<file path="src/rtl/calc_pkg.sv">
// Shared types and key decoding for the calculator entry sequencer.
package calc_pkg;

    localparam int unsigned KEY_W = 4;

    typedef enum logic [1:0] {
        OP_ADD = 2'b00,
        OP_SUB = 2'b01,
        OP_MUL = 2'b10,
        OP_DIV = 2'b11
    } opcode_t;

    typedef enum logic [2:0] {
        ST_ENTER_A,
        ST_ENTER_B,
        ST_ISSUE,
        ST_WAIT_RESULT,
        ST_SHOW_RESULT
    } state_t;

    localparam logic [KEY_W-1:0] KEY_DIGIT_MAX = 4'h9;
    localparam logic [KEY_W-1:0] KEY_ADD       = 4'hA;
    localparam logic [KEY_W-1:0] KEY_DIV       = 4'hD;
    localparam logic [KEY_W-1:0] KEY_EQ        = 4'hE;
    localparam logic [KEY_W-1:0] KEY_CLR       = 4'hF;

    function automatic logic is_digit(input logic [KEY_W-1:0] key);
        return key <= KEY_DIGIT_MAX;
    endfunction

    function automatic logic is_operator(input logic [KEY_W-1:0] key);
        return (key >= KEY_ADD) && (key <= KEY_DIV);
    endfunction

    // Operator keys A..D map in order onto ADD..DIV.
    function automatic opcode_t key_to_op(input logic [KEY_W-1:0] key);
        return opcode_t'(2'(key - KEY_ADD));
    endfunction

endpackage

</file>
<file path="src/rtl/calc_entry_sequencer_if.sv">
// Key stream, ALU handshake and display signals of the entry sequencer.
interface calc_entry_sequencer_if #(
    parameter int unsigned DATA_W = 16
);
    logic [3:0]        keycode;
    logic              keypressed;
    logic              op_valid;
    logic              op_ready;
    logic [DATA_W-1:0] operand_a;
    logic [DATA_W-1:0] operand_b;
    logic [1:0]        opcode;
    logic [DATA_W-1:0] result_in;
    logic              result_valid;
    logic [DATA_W-1:0] display_value;
    logic              key_dropped;

    modport master (
        input  keycode, keypressed, op_ready, result_in, result_valid,
        output op_valid, operand_a, operand_b, opcode, display_value, key_dropped
    );

    modport slave (
        output keycode, keypressed, op_ready, result_in, result_valid,
        input  op_valid, operand_a, operand_b, opcode, display_value, key_dropped
    );
endinterface

</file>
<file path="src/rtl/key_fifo.sv">
// Small key queue with synchronous flush; only built with CALC_ENTRY_KEY_FIFO_EN.
`ifdef CALC_ENTRY_KEY_FIFO_EN
module key_fifo #(
    parameter int unsigned DEPTH = 4,
    parameter int unsigned W     = 4
) (
    input  logic         clock,
    input  logic         reset,
    input  logic         flush,
    input  logic         push,
    input  logic         pop,
    input  logic [W-1:0] din,
    output logic [W-1:0] dout,
    output logic         full,
    output logic         empty
);
    localparam int unsigned PTR_W = $clog2(DEPTH);
    localparam int unsigned CNT_W = $clog2(DEPTH + 1);

    logic [PTR_W-1:0] wr_ptr_q;
    logic [PTR_W-1:0] rd_ptr_q;
    logic [CNT_W-1:0] count_q;
    logic [W-1:0]     mem_q [DEPTH];
    logic             do_push;
    logic             do_pop;

    // A push into a full queue is accepted when a pop frees a slot the same cycle.
    assign do_push = push && (!full || pop);
    assign do_pop  = pop && !empty;
    assign full    = (count_q == CNT_W'(DEPTH));
    assign empty   = (count_q == '0);
    assign dout    = mem_q[rd_ptr_q];

    // Pointers wrap naturally since DEPTH is a power of two.
    always_ff @(posedge clock or posedge reset) begin
        if (reset) begin
            wr_ptr_q <= '0;
            rd_ptr_q <= '0;
            count_q  <= '0;
        end else if (flush) begin
            wr_ptr_q <= '0;
            rd_ptr_q <= '0;
            count_q  <= '0;
        end else begin
            if (do_push) wr_ptr_q <= wr_ptr_q + PTR_W'(1);
            if (do_pop)  rd_ptr_q <= rd_ptr_q + PTR_W'(1);
            count_q <= count_q + CNT_W'(do_push) - CNT_W'(do_pop);
        end
    end

    always_ff @(posedge clock) begin
        if (do_push && !flush) mem_q[wr_ptr_q] <= din;
    end
endmodule
`endif

</file>
<file path="src/rtl/calc_entry_sequencer.sv">
// Turns debounced keypad presses into ALU operations and display values.
// Optional CALC_ENTRY_KEY_FIFO_EN queues keys that arrive while an operation is in flight.
module calc_entry_sequencer
    import calc_pkg::*;
#(
    parameter int unsigned DATA_W     = 16,
    parameter int unsigned MAX_DIGITS = 4
) (
    input  logic                   clock,
    input  logic                   reset,
    calc_entry_sequencer_if.master bus
);
    localparam int unsigned CNT_W = $clog2(MAX_DIGITS + 1);

    state_t            state_q,         state_nxt;
    logic [DATA_W-1:0] operand_a_q,     operand_a_nxt;
    logic [DATA_W-1:0] operand_b_q,     operand_b_nxt;
    opcode_t           opcode_q,        opcode_nxt;
    opcode_t           pending_op_q,    pending_op_nxt;
    logic              has_pending_q,   has_pending_nxt;
    logic              clear_pending_q, clear_pending_nxt;
    logic [CNT_W-1:0]  digit_cnt_q,     digit_cnt_nxt;
    logic [DATA_W-1:0] display_q,       display_nxt;
    logic              key_dropped_q,   key_dropped_nxt;
    logic              op_valid_q,      op_valid_nxt;

    logic              busy;
    logic              in_entry;
    logic              clr_now;
    logic              key_vld;
    logic [KEY_W-1:0]  key_val;
    logic              fifo_drop;
    logic              digit_room;
    logic              do_clear;
    logic [DATA_W-1:0] a_mac_c;
    logic [DATA_W-1:0] b_mac_c;

    assign busy       = (state_q == ST_ISSUE) || (state_q == ST_WAIT_RESULT);
    assign in_entry   = !busy;
    assign clr_now    = bus.keypressed && (bus.keycode == KEY_CLR);
    assign digit_room = (digit_cnt_q < CNT_W'(MAX_DIGITS));
    assign a_mac_c    = operand_a_q * DATA_W'(10) + DATA_W'(key_val);
    assign b_mac_c    = operand_b_q * DATA_W'(10) + DATA_W'(key_val);

`ifdef CALC_ENTRY_KEY_FIFO_EN
    logic             fifo_push;
    logic             fifo_pop;
    logic             fifo_full;
    logic             fifo_empty;
    logic [KEY_W-1:0] fifo_head;
    logic             key_in;
    logic             key_to_fifo;

    key_fifo #(
        .DEPTH (4),
        .W     (KEY_W)
    ) u_key_fifo (
        .clock (clock),
        .reset (reset),
        .flush (clr_now),
        .push  (fifo_push),
        .pop   (fifo_pop),
        .din   (bus.keycode),
        .dout  (fifo_head),
        .full  (fifo_full),
        .empty (fifo_empty)
    );

    // Queued keys take priority over fresh ones so press order is preserved.
    always_comb begin
        key_in      = bus.keypressed && !clr_now;
        key_to_fifo = key_in && (busy || !fifo_empty);
        fifo_pop    = in_entry && !fifo_empty && !clr_now;
        fifo_push   = key_to_fifo && (!fifo_full || fifo_pop);
        fifo_drop   = key_to_fifo && fifo_full && !fifo_pop;
        key_vld     = fifo_pop || (key_in && in_entry && fifo_empty);
        key_val     = fifo_pop ? fifo_head : bus.keycode;
    end
`else
    always_comb begin
        key_vld   = bus.keypressed && !clr_now;
        key_val   = bus.keycode;
        fifo_drop = 1'b0;
    end
`endif

    always_ff @(posedge clock or posedge reset) begin
        if (reset) begin
            state_q         <= ST_ENTER_A;
            operand_a_q     <= '0;
            operand_b_q     <= '0;
            opcode_q        <= OP_ADD;
            pending_op_q    <= OP_ADD;
            has_pending_q   <= 1'b0;
            clear_pending_q <= 1'b0;
            digit_cnt_q     <= '0;
            display_q       <= '0;
            key_dropped_q   <= 1'b0;
            op_valid_q      <= 1'b0;
        end else begin
            state_q         <= state_nxt;
            operand_a_q     <= operand_a_nxt;
            operand_b_q     <= operand_b_nxt;
            opcode_q        <= opcode_nxt;
            pending_op_q    <= pending_op_nxt;
            has_pending_q   <= has_pending_nxt;
            clear_pending_q <= clear_pending_nxt;
            digit_cnt_q     <= digit_cnt_nxt;
            display_q       <= display_nxt;
            key_dropped_q   <= key_dropped_nxt;
            op_valid_q      <= op_valid_nxt;
        end
    end

    always_comb begin
        state_nxt         = state_q;
        operand_a_nxt     = operand_a_q;
        operand_b_nxt     = operand_b_q;
        opcode_nxt        = opcode_q;
        pending_op_nxt    = pending_op_q;
        has_pending_nxt   = has_pending_q;
        clear_pending_nxt = clear_pending_q;
        digit_cnt_nxt     = digit_cnt_q;
        display_nxt       = display_q;
        key_dropped_nxt   = fifo_drop;
        do_clear          = 1'b0;

        // Key handling; clear while busy is deferred until the result returns.
        if (clr_now) begin
            if (busy) clear_pending_nxt = 1'b1;
            else      do_clear          = 1'b1;
        end else if (key_vld) begin
            case (state_q)
                ST_ENTER_A: begin
                    if (is_digit(key_val)) begin
                        if (digit_room) begin
                            operand_a_nxt = a_mac_c;
                            display_nxt   = a_mac_c;
                            digit_cnt_nxt = digit_cnt_q + CNT_W'(1);
                        end
                    end else if (is_operator(key_val)) begin
                        opcode_nxt    = key_to_op(key_val);
                        operand_b_nxt = '0;
                        digit_cnt_nxt = '0;
                        state_nxt     = ST_ENTER_B;
                    end
                end
                ST_ENTER_B: begin
                    if (is_digit(key_val)) begin
                        if (digit_room) begin
                            operand_b_nxt = b_mac_c;
                            display_nxt   = b_mac_c;
                            digit_cnt_nxt = digit_cnt_q + CNT_W'(1);
                        end
                    end else if (is_operator(key_val)) begin
                        if (digit_cnt_q == '0) begin
                            opcode_nxt = key_to_op(key_val);
                        end else begin
                            pending_op_nxt  = key_to_op(key_val);
                            has_pending_nxt = 1'b1;
                            state_nxt       = ST_ISSUE;
                        end
                    end else if (key_val == KEY_EQ && digit_cnt_q != '0) begin
                        has_pending_nxt = 1'b0;
                        state_nxt       = ST_ISSUE;
                    end
                end
                ST_SHOW_RESULT: begin
                    if (is_digit(key_val)) begin
                        operand_a_nxt = DATA_W'(key_val);
                        display_nxt   = DATA_W'(key_val);
                        digit_cnt_nxt = CNT_W'(1);
                        state_nxt     = ST_ENTER_A;
                    end else if (is_operator(key_val)) begin
                        opcode_nxt    = key_to_op(key_val);
                        operand_b_nxt = '0;
                        digit_cnt_nxt = '0;
                        state_nxt     = ST_ENTER_B;
                    end
                end
                default: key_dropped_nxt = 1'b1;
            endcase
        end

        // ALU side of the transaction.
        case (state_q)
            ST_ISSUE: begin
                if (op_valid_q && bus.op_ready) state_nxt = ST_WAIT_RESULT;
            end
            ST_WAIT_RESULT: begin
                if (bus.result_valid) begin
                    if (clear_pending_q || clr_now) begin
                        do_clear = 1'b1;
                    end else begin
                        operand_a_nxt = bus.result_in;
                        display_nxt   = bus.result_in;
                        digit_cnt_nxt = '0;
                        if (has_pending_q) begin
                            opcode_nxt      = pending_op_q;
                            operand_b_nxt   = '0;
                            has_pending_nxt = 1'b0;
                            state_nxt       = ST_ENTER_B;
                        end else begin
                            state_nxt = ST_SHOW_RESULT;
                        end
                    end
                end
            end
            default: ;
        endcase

        if (do_clear) begin
            state_nxt         = ST_ENTER_A;
            operand_a_nxt     = '0;
            operand_b_nxt     = '0;
            opcode_nxt        = OP_ADD;
            pending_op_nxt    = OP_ADD;
            has_pending_nxt   = 1'b0;
            clear_pending_nxt = 1'b0;
            digit_cnt_nxt     = '0;
            display_nxt       = '0;
        end

        op_valid_nxt = (state_nxt == ST_ISSUE);
    end

    assign bus.op_valid      = op_valid_q;
    assign bus.operand_a     = operand_a_q;
    assign bus.operand_b     = operand_b_q;
    assign bus.opcode        = opcode_q;
    assign bus.display_value = display_q;
    assign bus.key_dropped   = key_dropped_q;
endmodule

</file>
<file path="src/flat_wrapper.sv">
// flat-port wrapper written by rule: the top's interface ports become plain ports
module calc_entry_sequencer_flat import calc_pkg::*;
#(
    parameter int unsigned DATA_W     = 16,
    parameter int unsigned MAX_DIGITS = 4
)
  (clock, reset, bus_keycode, bus_keypressed, bus_op_ready, bus_result_in, bus_result_valid, bus_op_valid, bus_operand_a, bus_operand_b, bus_opcode, bus_display_value, bus_key_dropped);
  calc_entry_sequencer_if #(.DATA_W(DATA_W)) bus_i ();
  input  logic clock;
  input  logic reset;
  input wire logic [$bits(bus_i.keycode)-1:0] bus_keycode;
  input wire logic [$bits(bus_i.keypressed)-1:0] bus_keypressed;
  input wire logic [$bits(bus_i.op_ready)-1:0] bus_op_ready;
  input wire logic [$bits(bus_i.result_in)-1:0] bus_result_in;
  input wire logic [$bits(bus_i.result_valid)-1:0] bus_result_valid;
  output wire logic [$bits(bus_i.op_valid)-1:0] bus_op_valid;
  output wire logic [$bits(bus_i.operand_a)-1:0] bus_operand_a;
  output wire logic [$bits(bus_i.operand_b)-1:0] bus_operand_b;
  output wire logic [$bits(bus_i.opcode)-1:0] bus_opcode;
  output wire logic [$bits(bus_i.display_value)-1:0] bus_display_value;
  output wire logic [$bits(bus_i.key_dropped)-1:0] bus_key_dropped;
  assign bus_i.keycode = bus_keycode;
  assign bus_i.keypressed = bus_keypressed;
  assign bus_i.op_ready = bus_op_ready;
  assign bus_i.result_in = bus_result_in;
  assign bus_i.result_valid = bus_result_valid;
  assign bus_op_valid = bus_i.op_valid;
  assign bus_operand_a = bus_i.operand_a;
  assign bus_operand_b = bus_i.operand_b;
  assign bus_opcode = bus_i.opcode;
  assign bus_display_value = bus_i.display_value;
  assign bus_key_dropped = bus_i.key_dropped;
  calc_entry_sequencer #(.DATA_W(DATA_W), .MAX_DIGITS(MAX_DIGITS)) u_core (.clock(clock), .reset(reset), .bus(bus_i));
endmodule
</file>
<file path="config.mk">
export PLATFORM = sky130hd
export DESIGN_NAME = calc_entry_sequencer_flat
export DESIGN_NICKNAME = d
export VERILOG_FILES = /design/src/rtl/calc_pkg.sv /design/src/rtl/calc_entry_sequencer_if.sv /design/src/rtl/key_fifo.sv /design/src/rtl/calc_entry_sequencer.sv /design/src/flat_wrapper.sv
export SDC_FILE = /design/constraint.sdc
export NUM_CORES = 1
export LEC_CHECK = 0
export BUFFER_PORTS_ARGS = -buffer_cell sky130_fd_sc_hd__buf_2
export CORE_UTILIZATION = 55
export CTS_BUF_LIST = sky130_fd_sc_hd__clkbuf_4
export DETAILED_ROUTE_END_ITERATION = 8
export PLACE_DENSITY_LB_ADDON = 0.05
export SLEW_MARGIN = 20
export SYNTH_ARGS = -nofsm -noshare
export SYNTH_HDL_FRONTEND = slang
export SYNTH_SLANG_ARGS = --single-unit
</file>
<file path="constraint.sdc">
create_clock -name clock -period 5.25 [get_ports clock]
set_input_delay 0.2625 -clock clock [delete_from_list [all_inputs] [get_ports clock]]
set_output_delay 0.2625 -clock clock [all_outputs]
set_load 0.1 [all_outputs]
</file>
==> results of run 1 <==
[synth_stat cells (3+ instances only)]
master	instances	area share, %
nand3_1	8	0.71
a211oi_1	9	1.2
a221oi_1	9	1.4
a21boi_0	3	0.40
a31o_2	4	0.62
xor2_1	15	2.3
and2_1	6	0.66
inv_1	17	1.1
nor2b_1	5	0.55
o221ai_1	3	0.47
a311o_1	3	0.53
o21bai_1	6	0.80
o22ai_1	9	1.0
nand4_1	6	0.66
o221a_2	4	0.80
nand2b_1	9	1.0
o21a_1	7	0.93
xnor2_1	20	3.1
nand2_1	65	4.3
nand3b_1	3	0.40
and3_1	7	0.78
clkbuf_1	28	1.9
a22oi_1	15	2.0
nor4_1	3	0.33
a221o_1	3	0.53
nor3_1	29	2.6
nor3b_1	8	1.1
a41oi_1	3	0.47
mux2i_1	3	0.53
or2_2	3	0.33
o21ai_0	49	4.3
dfrtp_1	62	27
a311oi_1	4	0.62
ha_1	54	12
a211o_1	4	0.62
nor2_1	73	4.9
a31oi_1	7	0.78
a21o_1	13	1.7
a21oi_1	71	6.3
fa_1	4	1.4
[final timing paths]
path                                         startpoint                            to  slack, ns  cells past startpoint
worst min register to register   u_core.pending_op_q[1]        u_core.pending_op_q[1]       0.53                      2
worst max-delay path            u_core.bus.operand_b[1]  u_core.bus.display_value[13]       1.20                     12
worst min-delay path                              reset   u_core.bus.display_value[0]       0.06                      3
worst max register to register  u_core.bus.operand_b[1]  u_core.bus.display_value[13]       1.20                     12
max in group asynchronous                         reset      u_core.bus.operand_a[12]       4.66                      3
min in group clock                     bus_result_in[3]   u_core.bus.display_value[3]       0.14                      3
[area by class of cell]
class                           instances  area (um2)  area share [%]
Sequential cell                        62        1550            24.5
Timing Repair Buffer                   84         440            6.95
Inverter                               17        63.8            1.01
Multi-Input combinational cell        585        3920            62.0
Tap cell                              133         166            2.63
Clock inverter                          7         120            1.90
Clock buffer                            9        67.6            1.07
[flip-flops by register name, summed over array words and instances (netlist names)]
name and count:
u_core.has_pending_q 1, u_core.bus.operand_b 16, u_core.pending_op_q 2, u_core.digit_cnt_q 3, u_core.bus.op_valid 1, u_core.bus.display_value 16, u_core.bus.opcode 2, u_core.clear_pending_q 1
u_core.bus.key_dropped 1, u_core.state_q 3, u_core.bus.operand_a 16
[cell families after synthesis]
logic type	after synthesis	share of synthesized area [%]
AO/OA/AOI/OAI	251	29.5
AND/OR/NAND/NOR	236	20.1
buffers and inverters	47	3.15
adder cells (fa/ha/maj)	58	13.4
XOR/XNOR	35	5.43
multiplexers	5	0.997
flip-flops	62	27.5
[stage by stage]
stage / std cells / setup WS (ns) / area, um2
finish: 897 / 1.20 / 6330
detailed placement: 881 / 1.24 / 6140
CTS: 897 / 1.23 / 6330
floorplan: 694 / 0.855 / 5650
global route: 897 / 0.989 / 6330
global placement: 881 / 1.32 / 6140
[per-layer routing]
metal,vias to the layer above,share of wire [%]
li1,2744,-
met1,2742,43
met2,276,46
met3,42,7.9
met4,0,3.1
met5,-,0
[critical path: stages (launching register included)]
cell and delay [ns]:
dfrtp_1 0.47, ha_1 0.32, ha_1 0.23, fa_1 0.49, a211o_1 0.33, a2111o_1 0.37
o311ai_0 0.21, nand4_1 0.24, or4b_1 0.55, xor2_1 0.18, a221o_1 0.35, a21oi_1 0.13
nor3_1 0.08
==> flow_summary.ini, run 1 <==
[run_status]
status = complete, no violations

[yosys]
synthArstFlopShare_pct = 100
synth.cell_area_mm2 = 0.00565
synth-edff-count = 0
netlist_instances = 694
synth_fp_nets = 777
synth-seq-cells = 62
ys.flop_type = dfrtp_1
yosys_warnings = 0
synth.distinct_cells = 70
avgSynthCellArea_um2 = 8.13
synth-seq-area-share_pct = 27.5

[global_routing]
grt_overflow = 0
gr-usage-met1_pct = 47.7
grt_use_met2_pct = 54.5
grt_use_met3_pct = 5.38
antenna_found_initial = 0
top_usage_layer = met2
grt_pass1_vias = 5285
gr-usage-all-layers_pct = 34.6
grt_max_degree = 63
grt_pass1_wl_um = 27900

[sta]
setup-violations-final = 0
fin_worst_hold_slack_ns = 0.0625
tightestPinTransition_ns = 1.01
maxSlewViolCount = 0
relSlewSlack_pct = 32.6
rsz0062_at_grt = no
finalSetupTns_ns = 0
final.setup_skew_ns = 0.0172
min_period_ns = 4.05
fmax_mhz = 247
fin_crit_sh_pct = 77.1
finalHoldViolCount = 0

[critical_path]
required_ns = 5.58
critPathArrivalTime_ns = 4.38
worstSetupEndpointType = flop
setup.worst_path.class = reg2reg
start_kind = flop
path_max_fanout = 6

[clocking]
clk_latency_ns = 0.45
hold_buffers = 0
path_clk_slew_ns = 0.13
cts_sinks = 62
cts_resized = 0
post-cts-setup-buffers = 0
root_buffer = clkbuf_4
htree_levels = 3
numCtsBuffers = 9
cts_tree = yes
clockBufferDepth = 2

[final_layout]
layout_commonest_cell = buf_2
final_util_pct = 64.2
nFillCells = 877
fin_nets = 842
area_growth_pct = 12.2
drive_above_1_share_pct = 16.0
n_antenna_cell = 0
final_cell_mix = 76 x buf_2, 72 x nor2_1, 71 x a21oi_1

[detailed_routing]
drc_errors = 0
ant_nets = 0
drt-vias-per-instance = 6.47
firstDrtPassIters = 5
routedWlPerCell_um = 19.4
drtIter0Drc = 330
wl_um = 17400
vias = 5804

[floorplanning]
placementRows = 36
die_area_mm2 = 0.0107
die_w_um = 103
io_pins = 77
start_util_pct = 57.2
dieHeight_um = 103
core-area_mm2 = 0.00986

[placement]
place.detailed.hpwl_um = 13100
port_buffers = 76
gp_congestion = 0.947

[flow_run]
cap_violations = 0

[worst_hold_path]
hp-class = in2async
Power of run 1 is left out: the tool's default activity adds up to more than one toggle a clock period on the data nets, which glitch-free logic cannot reach.
==> run 2, diff against run 1 <==
==> constraint.sdc (replaced) <==
create_clock -name clock -period 3.5 [get_ports clock]
set_input_delay 0.175 -clock clock [delete_from_list [all_inputs] [get_ports clock]]
set_output_delay 0.175 -clock clock [all_outputs]
set_load 0.1 [all_outputs]
==> run 2 against run 1 <==
Effect of this change: fmax rose by 13%; worst setup slack worse by 1.3 ns; clock skew grew 0.0041 ns; cell count increased by 6.1%; register-to-register slack worse by 1.3 ns; first-iteration DRC count is 40% higher; wire length up 6.3%; non-clock buffer count increased by 55; critical path depth is the same; global-route usage grew 0.36 points; the flow now finishes with violations (setup timing); clock-buffer cell count increased by 2; cell area is 11% higher.
==> flow_summary.ini, run 2 (synthesis results as in run 1) <==
[clocking]
clk_latency_ns = 0.43
cts_tree = yes
numCtsBuffers = 9
clockBufferDepth = 2
cts_sinks = 62
path_clk_slew_ns = 0.11
root_buffer = clkbuf_4
htree_levels = 3

[sta]
setup-violations-final = 1
min_period_ns = 3.58
fin_worst_hold_slack_ns = 0.0644
finalHoldViolCount = 0
fmax_mhz = 279
setup_slack_ns = -0.0842
tightestPinTransition_ns = 1.03
relSlewSlack_pct = 30.4
fin_crit_sh_pct = 102
rsz0062_at_grt = yes
final.setup_skew_ns = 0.0214
maxSlewViolCount = 0

[critical_path]
regToRegSetupSlack_ns = -0.08
r2r.worst_path.cells = 12
setup.worst_path.class = reg2reg
r2r_start = u_core.bus.operand_b[3]
critPathArrivalTime_ns = 3.90
path_max_fanout = 3
r2r-end = u_core.bus.display_value[13]
worstSetupEndpointType = flop
start_kind = flop
required_ns = 3.81

[global_routing]
grt_pass1_wl_um = 28300
grt_pass1_vias = 5785
gr-usage-all-layers_pct = 34.9
grt_overflow = 0
grt_max_degree = 43
antenna_found_initial = 0

[placement]
place.detailed.hpwl_um = 14100
dp.cells = 922
post-place-ws_ns = -0.0676
port_buffers = 76
gp_congestion = 0.979

[floorplanning]
placementRows = 36
dieHeight_um = 103
core-area_mm2 = 0.00986
die_w_um = 103
die_area_mm2 = 0.0107
start_util_pct = 57.2
io_pins = 77

[final_layout]
layout_commonest_cell = buf_2
fin_nets = 897
area_growth_pct = 24.6
final_cell_mix = 76 x buf_2, 73 x nor2_1, 71 x a21oi_1
drive_above_1_share_pct = 28.2
fin_cells = 952
n_antenna_cell = 0
nFillCells = 800

[detailed_routing]
drt-vias-per-instance = 6.41
vias = 6102
drtIter0Drc = 463
firstDrtPassIters = 5
drc_errors = 0
ant_nets = 0
routedWlPerCell_um = 19.4
wl_um = 18500

[run_status]
status = complete, but fails checks
violations = setup timing

[worst_hold_path]
hp-class = in2reg
hp-start = bus_result_in[3]
hold_path_end = u_core.bus.display_value[3]
whs_path_depth = 3

[flow_run]
cap_violations = 0
run 2: cell types whose count changed in the layout (fill, tap and decap cells not counted), sizes merged:
cell | previous run | this run
dlygate4sd3 | 0 | 1
clkbuf | 9 | 11
buf | 84 | 138
clkinv | 2 | 4
inv | 18 | 17
bufinv | 3 | 0
run 2: critical path, cell delays in order, from the launching register on:
cell      delay (ns)
dfrtp_2         0.45
ha_4            0.25
ha_4            0.16
fa_2            0.38
a211o_1         0.29
a2111o_1        0.41
o311ai_4        0.10
nand4_1         0.18
or4b_4          0.54
xor2_1          0.17
a221o_1         0.36
a21oi_1         0.11
nor3_1          0.07
run 2: area by class of cell:
class / count / area, um2 / area share [%]
clock buffer: 11 / 82.6 / 1.17
clock inverter: 5 / 26.3 / 0.374
inverter: 17 / 63.8 / 0.907
multi-input combinational: 585 / 4260 / 60.6
sequential: 62 / 1570 / 22.4
tap: 133 / 166 / 2.37
timing repair buffer: 139 / 856 / 12.2
run 2: layer usage:
metal	GRT usage, %	wire (um)	vias up
li1	-	-	2850
met1	44.8	7610	2871
met2	57.7	8620	318
met3	5.24	1610	63
met4	17.2	660	0
met5	0	0	-
run 2: worst max-delay path by stage:
stage	from	end	slack (ns)
6_report	u_core.bus.operand_b[3]	u_core.bus.display_value[13]	-0.08
5_1_grt	u_core.bus.operand_b[3]	u_core.bus.display_value[13]	-0.22
4_1_cts	u_core.bus.operand_b[3]	u_core.bus.display_value[13]	-0.11
3_5_place_dp	u_core.bus.operand_b[3]	u_core.bus.display_value[13]	-0.07
3_3_place_gp	u_core.bus.operand_b[3]	u_core.bus.display_value[13]	-0.04
2_1_floorplan	u_core.bus.operand_b[1]	u_core.bus.display_value[13]	-0.31
run 2: metrics by stage:
stage,setup TNS [ns],utilization [%],cell area [um2]
floorplan,-0.684,-,5850
global placement,-0.0360,67.5,6650
detailed placement,-0.0811,67.5,6650
CTS,-0.122,68.9,6800
global route,-0.377,71.3,7030
finish,-0.0842,71.3,7030
run 2: what timing repair did:
item | CTS | global route
setup buffers | 2 | 11
hold endpoints to repair | 41 | 0
hold buffers | 1 | 0
gates resized for setup | 3 | 26
pin swaps | 3 | 17
setup endpoints to repair | 3 | 11
Power of run 2 is left out for the same reason.
